File: config.mk
export PLATFORM = sky130hd
export DESIGN_NAME = pipe_hazard_ctrl
export DESIGN_NICKNAME = d
export VERILOG_FILES = /design/src/rtl/pipe_hazard_ctrl.sv
export SDC_FILE = /design/constraint.sdc
export NUM_CORES = 1
export LEC_CHECK = 0
export BUFFER_PORTS_ARGS = -buffer_cell sky130_fd_sc_hd__buf_2
export CAP_MARGIN = 20
export CORE_MARGIN = 5
export CORE_UTILIZATION = 51
export CTS_CLUSTER_DIAMETER = 150
export DETAILED_ROUTE_END_ITERATION = 6
export PLACE_DENSITY = 0.83
export SYNTH_ARGS = -nofsm -noshare
export SYNTH_HDL_FRONTEND = slang
export SYNTH_SLANG_ARGS = --single-unit
File: constraint.sdc
create_clock -name clk -period 2.9 [get_ports clk]
set_clock_uncertainty 0.15 [all_clocks]
set_input_delay 0.29 -clock clk [delete_from_list [all_inputs] [get_ports clk]]
set_output_delay 0.29 -clock clk [all_outputs]
set_load 0.01 [all_outputs]
File: src/rtl/pipe_hazard_ctrl.sv
// pipe_hazard_ctrl: RAW-hazard stall and run/halt sequencing for a 5-stage MIPS32 pipe without forwarding.
// Define WB_WRITE_FIRST_EN when the register file is write-first, so the WB entry is ignored.
module pipe_hazard_ctrl #(
    parameter int STALL_CNT_W  = 16,
    parameter int DRAIN_CYCLES = 3
) (
    input  logic                   clk,
    input  logic                   rst_n,
    input  logic                   start,
    input  logic                   halt_req,
    input  logic [31:0]            id_ir,
    input  logic                   id_valid,
    output logic                   fetch_en,
    output logic                   id_hold,
    output logic                   idex_bubble,
    output logic                   busy,
    output logic                   halted,
    output logic [STALL_CNT_W-1:0] stall_cnt
);
    localparam int DW = DRAIN_CYCLES > 1 ? $clog2(DRAIN_CYCLES) : 1;
    typedef enum logic [1:0] {IDLE, RUN, DRAIN, HALTED} state_t;
    state_t        state;
    logic [5:0]    sb_ex, sb_mem, sb_wb;
    logic [DW-1:0] drain_cnt;
    logic [5:0]    op;
    logic [4:0]    rs, rt, rd, dest, rs_src, rt_src;
    logic          is_r, is_lw, is_addi, is_sw, has_dest, hazard, run, unused_ir;
    assign op        = id_ir[31:26];
    assign rs        = id_ir[25:21];
    assign rt        = id_ir[20:16];
    assign rd        = id_ir[15:11];
    assign unused_ir = ^id_ir[10:0];
    assign is_r      = op == 6'b000000;
    assign is_lw     = op == 6'b100011;
    assign is_addi   = op == 6'b001000;
    assign is_sw     = op == 6'b101011;
    // An unused source is presented as r0, which never matches.
    assign rs_src    = (is_r | is_lw | is_addi | is_sw) ? rs : 5'd0;
    assign rt_src    = (is_r | is_sw) ? rt : 5'd0;
    assign dest      = is_r ? rd : (is_lw | is_addi) ? rt : 5'd0;
    assign has_dest  = dest != 5'd0;
    function automatic logic hit(input logic [5:0] e, input logic [4:0] a, input logic [4:0] b);
        return e[5] && ((a != 5'd0 && e[4:0] == a) || (b != 5'd0 && e[4:0] == b));
    endfunction
`ifdef WB_WRITE_FIRST_EN
    assign hazard = id_valid && (hit(sb_ex, rs_src, rt_src) || hit(sb_mem, rs_src, rt_src));
`else
    assign hazard = id_valid && (hit(sb_ex, rs_src, rt_src) || hit(sb_mem, rs_src, rt_src) ||
                                 hit(sb_wb, rs_src, rt_src));
`endif
    assign run         = state == RUN;
    assign fetch_en    = run && !hazard;
    assign id_hold     = (state == DRAIN) || (run && hazard);
    assign idex_bubble = id_hold;
    always_ff @(posedge clk or negedge rst_n) begin
        if (!rst_n) begin
            state     <= IDLE;
            sb_ex     <= '0;
            sb_mem    <= '0;
            sb_wb     <= '0;
            drain_cnt <= '0;
            busy      <= 1'b0;
            halted    <= 1'b0;
            stall_cnt <= '0;
        end else begin
            case (state)
                IDLE: if (start) begin
                    state <= RUN;
                    busy  <= 1'b1;
                end
                RUN: begin
                    sb_wb  <= sb_mem;
                    sb_mem <= sb_ex;
                    sb_ex  <= hazard ? 6'd0 : {id_valid && has_dest, dest};
                    if (hazard && !(&stall_cnt))
                        stall_cnt <= stall_cnt + 1'b1;
                    if (halt_req) begin
                        state     <= DRAIN;
                        drain_cnt <= '0;
                    end
                end
                DRAIN: begin
                    sb_wb     <= sb_mem;
                    sb_mem    <= sb_ex;
                    sb_ex     <= '0;
                    drain_cnt <= drain_cnt + 1'b1;
                    if (drain_cnt == DW'(DRAIN_CYCLES - 1)) begin
                        state  <= HALTED;
                        busy   <= 1'b0;
                        halted <= 1'b1;
                        sb_ex  <= '0;
                        sb_mem <= '0;
                        sb_wb  <= '0;
                    end
                end
                HALTED: if (start) begin
                    state  <= RUN;
                    busy   <= 1'b1;
                    halted <= 1'b0;
                    sb_ex  <= '0;
                    sb_mem <= '0;
                    sb_wb  <= '0;
                end
                default: state <= IDLE;
            endcase
        end
    end
endmodule

# == Word level (Yosys, flattened, before mapping) ==
# Cells that the tools add are included.
# classes
n_mux,23
n_addsub,2
bitwise,5
reduce_logical,39
n_eq_ne,17
# ops
operator,count
6-bit one-hot mux with 3 select lines,3
5-bit equality test,6
6-bit 2-to-1 mux,4
5-bit 2-to-1 mux,4
"16-bit by 1-bit adder with 16-bit output, second input constant",1
16-bit AND reduction,1
5-bit nonzero test,3
1-bit logical AND,14
"6-bit equality test, second input constant",2
3-bit AND reduction,3
2-bit 2-to-1 mux,4
"2-bit equality test, second input constant",3
"6-bit by 4-bit equality test with 1-bit output, second input constant",1
6-bit logical NOT,1
1-bit logical OR,6
2-bit one-hot mux with 3 select lines,1
2-bit AND reduction,3
2-bit nonzero test,3
1-bit bitwise OR,5
1-bit 2-to-1 mux,4
"2-bit by 1-bit != test with 1-bit output, second input constant",2
"2-bit != test, second input constant",2
1-bit one-hot mux with 2 select lines,2
2-bit one-hot mux with 2 select lines,1
6 further kinds,7
# word_totals
elab_cells,94
register_bits,40

# == Longest topological paths before layout ==
# depth
ltp_word,14
ltp_mapped,9

# == Worst setup path before layout ==
# No wires, ideal clock.
# synth_path
path_kind,input to output
from,input id_ir[31]
to,output idex_bubble
required_time_ps,2460
arrival_time_ps,2095
stages,8
n_path_buf,2
path_slack_ps,365
cell_sequence,or4_4 > a211oi_2 > nor4_1 > nor4_2 > o221ai_4 > buf_6 > a21o_1 > buf_4
# synth_between
elab_chain_len,14
# synth_rtl
item,line_no,rtl
"start, declared",11,"input logic [31:0] id_ir,"
6-bit equality test or 6-bit logical NOT (tied branches),"34, 33",
1-bit bitwise OR (3 in a row),38,assign rs_src = (is_r | is_lw | is_addi | is_sw) ? rs : 5'd0;
5-bit 2-to-1 mux,38,
5-bit equality test or 5-bit nonzero test (tied branches),43,return e[5] && ((a != 5'd0 && e[4:0] == a) || (b != 5'd0 && e[4:0] == b));
1-bit logical AND,43,
1-bit logical OR,43,
1-bit logical AND,43,
1-bit logical OR,48,"assign hazard = id_valid && (hit(sb_ex, rs_src, rt_src) || hit(sb_mem, rs_src, rt_src) ||"
1-bit logical OR (*),48,
1-bit logical AND (*),48,
1-bit logical AND (*),53,assign id_hold = (state == DRAIN) || (run && hazard);
1-bit logical OR (*),53,
"end, declared",15,"output logic idex_bubble,"
# Every way passes the cells marked *; elsewhere a longest branch is shown, timed or not.

# == Final worst setup path ==
# layout_path
from,register sb_mem[1]
to,output fetch_en
# layout_between
elab_chain_len,9
# layout_rtl
item,line_no,rtl
"start, declared",23,"logic [5:0] sb_ex, sb_mem, sb_wb;"
"start signal, assigned",59,sb_mem <= '0;
"start signal, assigned",73,sb_mem <= sb_ex;
"start signal, assigned",84,sb_mem <= sb_ex;
5-bit equality test,43,
1-bit logical AND,43,
1-bit logical OR (*),43,
1-bit logical AND (*),43,
1-bit logical OR (*) (2 in a row),48,
1-bit logical AND (*),48,
1-bit logical NOT (*),52,assign fetch_en = run && !hazard;
1-bit logical AND (*),52,
"end, declared",13,"output logic fetch_en,"
# Marked as above.

==> flow_metrics.env <==
export IMPL_htreeDepth=2
export IMPL_final_cell_mix="46 x buf_2, 39 x dfrtp_1, 33 x xnor2_1"
export IMPL_place_congestion=0.844
export IMPL_start_util=0.518
export IMPL_netlist_instances=242
export IMPL_pre_cts_ws_ps=198
export IMPL_cts_tree="built"
export IMPL_synthSimpleGateAreaFrac=0.210
export IMPL_vias=2054
export IMPL_firstDrtPassIters=4
export IMPL_p_leak_nw=1.32
export IMPL_die_width_um=79.1
export IMPL_portBuffers=46
export IMPL_dp_cells=338
export IMPL_cp_slowest_cell="dfrtp_2"
export IMPL_ys_async_sr_fraction=1.00
export IMPL_hold_path_class="input port to register"
export IMPL_r2r_end="stall_cnt[1]"
export IMPL_max_cap_viol_count=0
export IMPL_slew_headroom=0.426
export IMPL_fmax_mhz=365
export IMPL_synth_xor_area_frac=0.148
export IMPL_cts_buffers=5
export IMPL_remaining_drc_errors=0
export IMPL_clkSlewWorstSetupHoldPaths_ps=80
export IMPL_post_drt_wl_per_cell_um=16.3
export IMPL_syn_nets=285
export IMPL_clkSinkCount=40
export IMPL_status="finished clean"
export IMPL_max_stage_delay_ps=460
export IMPL_vdd_ir_drop_worst_mv=0.584
export IMPL_path_cells="or3_1 > a2111oi_1 > a221oi_1 > o221ai_4 > nand2_2 > and2_1 > buf_2"
export IMPL_reg2reg_from="sb_mem[1]"
export IMPL_syn_to_final_growth_pct=16.5
export IMPL_synth_top_family_by_area="simple AND/OR/NAND/NOR gates"
export IMPL_finalPower_mw=1.77
export IMPL_rsz0062_at_grt="no"
export IMPL_grt_overflow=0
export IMPL_utilization=0.604
export IMPL_synthDistinctLibCells=44
export IMPL_drive_above_1_share=0.256
export IMPL_rows=25
export IMPL_fin_nets=335
export IMPL_postPlaceCellArea_um2=2730
export IMPL_root_buffer="clkbuf_8"
export IMPL_synthesis_area_um2=2430
export IMPL_rrSetupSlack_ps=460
export IMPL_fin_ws_ps=164
export IMPL_min_to="sb_ex[5]"
export IMPL_grtUsageTotal=0.195
export IMPL_fp_dieArea_um2=6250
export IMPL_pin_count=58
export IMPL_cp_required_ps=2460
export IMPL_grt_pass1_vias=1971
export IMPL_clk_latency_ps=290
export IMPL_period_share=0.944
export IMPL_wl_mm=5.67
export IMPL_instances_no_fill=347
export IMPL_arrival_ps=2300
export IMPL_cts_setup_buffers=0
export IMPL_antenna_left=0
export IMPL_grt_max_degree=41
export IMPL_synth_area_per_cell_um2=10.1
export IMPL_core_um2=4690
export IMPL_finish_instance_area_um2=2830
export IMPL_tightest_slew_ps=861
export IMPL_seq_area_frac_synth=0.412
export IMPL_antenna_found_initial=0
export IMPL_reg2reg_depth=7
export IMPL_end_kind="primary output"
export IMPL_ys_warn_count=0
export IMPL_cp_max_fo=7
export IMPL_powerDensity_nw_per_um2=623
export IMPL_start_kind="register"
export IMPL_die_y_um=79.1
export IMPL_hold_path_depth=3
export IMPL_maxSlewViolCount=0
export IMPL_synth_seq_cells=40
export IMPL_synth_compound_area_share=0.160
export IMPL_synthMuxAreaShare=0.00874
export IMPL_drt_vias_per_instance=5.92
export IMPL_setup_tns_ps=0
export IMPL_dpl_hpwl_mm=4.27
export IMPL_cpLargestDelayFamily="simple AND/OR/NAND/NOR gates"
export IMPL_setup_viol_count_final=0
export IMPL_synth_edf_count=0
export IMPL_crit_type="register to primary output"
export IMPL_diodes=0
export IMPL_clockBufferDepth=2
export IMPL_final_common_cell="buf_2"
export IMPL_period_minus_slack_ps=2740
export IMPL_drtIter0Drc=121
export IMPL_synthAdderAreaFrac=0.0309
export IMPL_synth_ff_type="dfrtp_1"
export IMPL_grt_first_pass_wirelength_mm=9.54
export IMPL_min_from="id_valid"
export IMPL_crit_buf_inv=1
export IMPL_hold_violations=0
export IMPL_worst_hold_slack_ps=131
-- layout make-up --
cell class,count,area [um^2]
clock buffer,6,82.6
clock inverter,2,10.0
fill,406,1860
inverter,7,26.3
multi-input combinational,185,1360
sequential,40,1000
tap,54,67.6
timing repair buffer,53,285
-- kinds of logic (layout without fill, tap and decap cells) --
| kind of cell | after synthesis | after routing |
|---|---|---|
| AND/OR/NAND/NOR | 89 | 89 |
| XOR/XNOR | 41 | 41 |
| flip-flops | 40 | 40 |
| buffers and inverters | 17 | 68 |
| adder cells (fa/ha/maj) | 6 | 6 |
| AO/OA/AOI/OAI | 47 | 47 |
| multiplexers | 2 | 2 |
-- cells in the mapped netlist, drive strengths merged, types with 2 or more instances --
master,number,area (um^2)
dfrtp,40,1000
xnor2,33,289
a22o,18,158
nand3,16,100
nand2,14,52.6
and3,13,81.3
nor2,11,41.3
nand4,10,68.8
o21ai,9,48.8
xor2,8,70.1
clkbuf,7,26.3
inv,7,26.3
nor3,7,35.0
ha,6,75.1
a21oi,5,25.0
a32o,5,50.1
nor4,5,37.5
and2,4,25.0
buf,3,23.8
a2111oi,2,23.8
a211oi,2,20.0
nor2b,2,12.5
or2,2,12.5
or4,2,18.8
-- repair_timing --
action / 4_1_cts / 5_1_grt
hold buffers: 1 / 0
pin swaps: 0 / 0
gates resized for setup: 1 / 2
hold endpoints to repair: 40 / 0
setup endpoints to repair: 1 / 1
-- tightest hold or removal path, delay by kind of cell --
family | cells | cell delay [ps]
buf+inv | 1 | 120
compound gates | 1 | 70
simple gates | 1 | 50
-- power by group --
group          switching (mW)  internal, mW  total [mW]  leakage, nW
clock                   0.197         0.190       0.387       0.0510
sequential             0.0781         0.631       0.709        0.543
combinational           0.413         0.256       0.670        0.727
-- sequential cells by signal (all words and copies together) (netlist names) --
name and count:
drain_cnt 2, sb_mem 6, sb_wb 6, stall_cnt 16, sb_ex 6, state 2
halted 1, busy 1
-- metal layers --
layer  wire length (um)  vias up  GRT usage  part of all wire
li1                   -      990          -                 -
met4                108        0     0.0756             0.019
met2               2840       66      0.318              0.50
met5                  0        -          0                 0
met3                336       12     0.0385             0.059
met1               2390      986      0.254              0.42
-- worst max path at each step --
stage	startpoint	to	depth (start not counted)
after global placement	id_ir[31]	fetch_en	9
after detailed placement	id_ir[31]	fetch_en	9
final	sb_mem[1]	fetch_en	7
after CTS	sb_mem[1]	fetch_en	8
after global routing	sb_mem[4]	fetch_en	8
after floorplan	id_ir[31]	idex_bubble	8
Note: power is estimated with default switching activity, not from simulation.
